### config.mk
export PLATFORM = sky130hd
export DESIGN_NAME = my_fsm_seq
export DESIGN_NICKNAME = d
export VERILOG_FILES = /design/src/rtl/my_fsm_pkg.sv /design/src/rtl/my_fsm_seq.sv
export SDC_FILE = /design/constraint.sdc
export NUM_CORES = 1
export LEC_CHECK = 0
export ABC_AREA = 0
export CORE_AREA = 3 3 40 42
export DETAILED_ROUTE_END_ITERATION = 8
export DIE_AREA = 0 0 43 45
export PLACE_DENSITY_LB_ADDON = 0.25
export SYNTH_ARGS = -nofsm -noshare
export SYNTH_HDL_FRONTEND = slang
export SYNTH_SLANG_ARGS = --single-unit
### constraint.sdc
create_clock -name clock -period 1.26 [get_ports clock]
set_input_delay 0.315 -clock clock [delete_from_list [all_inputs] [get_ports clock]]
set_output_delay 0.315 -clock clock [all_outputs]
set_load 0.03 [all_outputs]
### src/rtl/my_fsm_pkg.sv
// rtl/my_fsm_pkg.sv - state encoding and output mask for the serial pattern FSM
//
// Purpose : shared state type and decode constants for my_fsm_seq.
// Contents: state_t      - 3-bit binary state encoding, IDLE = 0
//           OUT_HIGH     - one bit per state code, set where the Moore output is 1
//           out_of_state - decode helper built on OUT_HIGH
package my_fsm_pkg;

  typedef enum logic [2:0] {
    IDLE   = 3'd0,
    GOT1   = 3'd1,
    GOT10  = 3'd2,
    GOT100 = 3'd3,
    ARMED  = 3'd4,
    DROP   = 3'd5,
    HOLD   = 3'd6,
    WAIT   = 3'd7
  } state_t;

  // Bit n set means state code n drives out=1 (ARMED=4, HOLD=6).
  localparam logic [7:0] OUT_HIGH = 8'b0101_0000;

  function automatic logic out_of_state(input state_t s);
    return OUT_HIGH[s];
  endfunction

endpackage

### src/rtl/my_fsm_seq.sv
// rtl/my_fsm_seq.sv - Moore FSM detecting the serial pattern 1,0,0,0 and its follow-on arcs
//
// Purpose: watches a 1-bit stream sampled each rising clock edge and drives a
//          level flag that is high only in the ARMED and HOLD states.
// Ports  : clock - single clock, all state changes on the rising edge
//          reset - synchronous, active-low reset (low at an edge -> IDLE, out=0)
//          in    - serial data bit, sampled on each rising edge
//          out   - registered Moore output
module my_fsm_seq
  import my_fsm_pkg::*;
(
  input  logic clock,
  input  logic reset,
  input  logic in,
  output logic out
);

  state_t r_state;
  state_t w_next;
  logic   r_out;

  always_comb begin
    w_next = IDLE;
    case (r_state)
      IDLE:    w_next = in ? GOT1  : IDLE;
      GOT1:    w_next = in ? GOT1  : GOT10;
      GOT10:   w_next = in ? GOT1  : GOT100;
      GOT100:  w_next = in ? GOT1  : ARMED;
      ARMED:   w_next = in ? DROP  : ARMED;
      DROP:    w_next = in ? WAIT  : HOLD;
      HOLD:    w_next = ARMED;
      WAIT:    w_next = in ? HOLD  : IDLE;
      // A corrupt state register recovers to IDLE on the next edge.
      default: w_next = IDLE;
    endcase
  end

  // The output is registered from the next-state decode so that it changes
  // in step with the state register and cannot glitch between edges.
  always_ff @(posedge clock) begin
    if (!reset) begin
      r_state <= IDLE;
      r_out   <= 1'b0;
    end else begin
      r_state <= w_next;
      r_out   <= out_of_state(w_next);
    end
  end

  assign out = r_out;

endmodule

==> metrics.txt <==
LEAKAGE=between 0.09 and 0.1 nW; GPL Wtd Cong=between 0.6 and 0.7; final core utilization=19.57%; Psw=0.00006133 W; Mapped Area=168.9 um2; Max VDD drop=around 290 uV; largest net degree at the start of global routing=8; hold_sp=r_state[1]; CTS tree=yes; Final ANT Viol Nets=0; Post-synth ARST share=0%; M2 GR Usage=between 6 and 7%; Power Total=roughly 0.00031 W; root buffer cell=clkbuf_4; pwr dens=~1200 mW/mm2; R2R Path Start=r_state[2]; CTS Buf Count=3; Cell Int Power=approximately 0.00025 W; commonest register cell after synthesis=dfxtp_1; shortest period the worst path allows=roughly 1200 ps; Flop pwr share=43.5%; DRT Pass-1 Iters=2; Crit Path Class=register to register; final hold violations=0; Ys Warns=0; CP Capture Type=register; synth top area cells=dfxtp_1 (47%), a21oi_1 (5.9%), nand3_1 (5.9%); Min-Delay Path Class=register to register; total length of routed wires=about 360 um; register bit count reported by yosys=4; gr busiest metal=met2; Slew @ Worst Pin=between 200 and 250 ps; clock sink total=4; First DRT Iteration DRCs=4; Max Cap Viol=0; FF-to-FF path depth=3; cell row count=13; io pins=4; met1 usage in global routing=between 4 and 5%; Die Y=between 40 and 50 um; CP max FO=7; vias in the first global route=approximately 160; Floorplan Core Area=~0.0013 mm2; syn nets=22; Synth-to-Final Area Change=48.89%; Total Routing Usage GR=5.495%; Clock power frac=48.8%; met3 usage=under 10%; average size of a mapped cell=a little under 9 um2; Fin Hold WS=between 500 and 600 ps; initial core utilization=a little over an eighth; synth cell count leaders=dfxtp_1 (4), a21oi_1 (2), inv_1 (2), nand3_1 (2); clk slew on worst S/H paths=30 ps; sequential share of the synthesized area=47.41%; post-synthesis cell type count=13; # port buffers=3; total negative slack=0 ps; die area=~0.0019 mm2; initial antenna violation count=0; Die W=43 um; Slew Viols, Final=0; area leader, netlist=dfxtp_1; Worst EP required=roughly 1400 ps; CP Launch Type=register; Comb power frac=slightly below 8%; cell area after placement=roughly 230 um2; Layout Skew=roughly 0.8 ps; cells after synthesis=19; outcome=completed; Arr. time, crit path=~1300 ps; share of the synthesized area in the top cell type=approximately 47%; Layout Nets=32; Post-synth EDFFs=0; fin crit share=between 90% and 100%; Rel. slew slack=86.49%; DR vias/cell=approximately 4.3; share of layout cells above drive strength 1=around 26%; Crit. Startpoint=r_state[2]; postcts setup bufs=0; RSZ-0062 raised after global routing=no; final setup fails=0; top-count cell post-synth=dfxtp_1; Switching Fraction=between 10% and 20%; WL per Instance=roughly 8.5 um; hold_buf cts=0; via count=180; placed wire-length estimate=293.5 um; Resized Gates After CTS=1; first-pass GRT wire length=roughly 680 um; Highest Clock Rate=between 0.8 and 0.9 GHz; hold path depth=1; DRC Markers=0; insertion delay to the later sink of the worst-skew pair=230 ps; H-tree levels=1; grt ovf=0; Final Cell Area=between 200 and 300 um2; Clock Path Buffers=2; n_diodes=0
power by group through the flow:
stage	clock network (W)	logic (W)	registers, W
floorplan	0	0.00000923	0.000137
global placement	0	0.0000241	0.000138
finish	0.000153	0.0000240	0.000136
CTS	0.000161	0.0000242	0.000136
detailed placement	0	0.0000253	0.000138
global route	0.000171	0.0000264	0.000137
worst max-delay path, cell delays in order, from the launching register on:
cell,delay (ps)
dfxtp_1,350
or4b_1,540
o311a_1,140
nor2_1,80
cell type report:
cell class              instances  area, um2
clock buffers                   3      22.52
fillers                       139       1033
inverters                       2      7.507
multi-input cells              13      81.33
flip-flops and latches          4      80.08
well taps                      15      18.77
repair buffers                  5      41.29
kinds of logic after synthesis:
group	count (synthesis)	share of synthesized area (%)
buffers and inverters	2	4.446
AO/OA/AOI/OAI	6	22.96
flip-flops	4	47.41
AND/OR/NAND/NOR	7	25.18
registers in the layout, indices dropped and copies added (netlist names):
name,flops
out,1
r_state,3
stage by stage:
step / setup slack (ps) / instances
after global routing: 16.45 / 42
final: 89.18 / 42
after floorplan: 170.2 / 19
after CTS: 85.64 / 42
after detailed placement: -323.5 / 39
after global placement: -284.5 / 39
path summary, 6_finish.rpt:
check	endpoint	slack, ps
worst max-delay path	r_state[1]	90
worst min-delay path	r_state[0]	550
worst max register to register	r_state[1]	90
worst min register to register	r_state[0]	550
per-layer routing:
metal / up-vias / part of all wire, %
met5: - / 0
met4: 0 / 1.1
met3: 2 / 12
met2: 7 / 42
met1: 81 / 45
li1: 90 / -
cell usage in the layout (no fill, tap or decap):
cell / count
dlygate4sd2_1: 1
o21ai_0: 1
inv_1: 2
a21oi_1: 2
nand2_1: 1
a211oi_1: 1
a31oi_1: 1
or4b_1: 1
nand3_1: 2
nand3b_1: 1
clkbuf_4: 3
o311a_1: 1
nor2_1: 1
clkdlybuf4s50_1: 1
dfxtp_1: 4
buf_4: 3
or3_2: 1
Note: power is estimated with default switching activity, not from simulation.
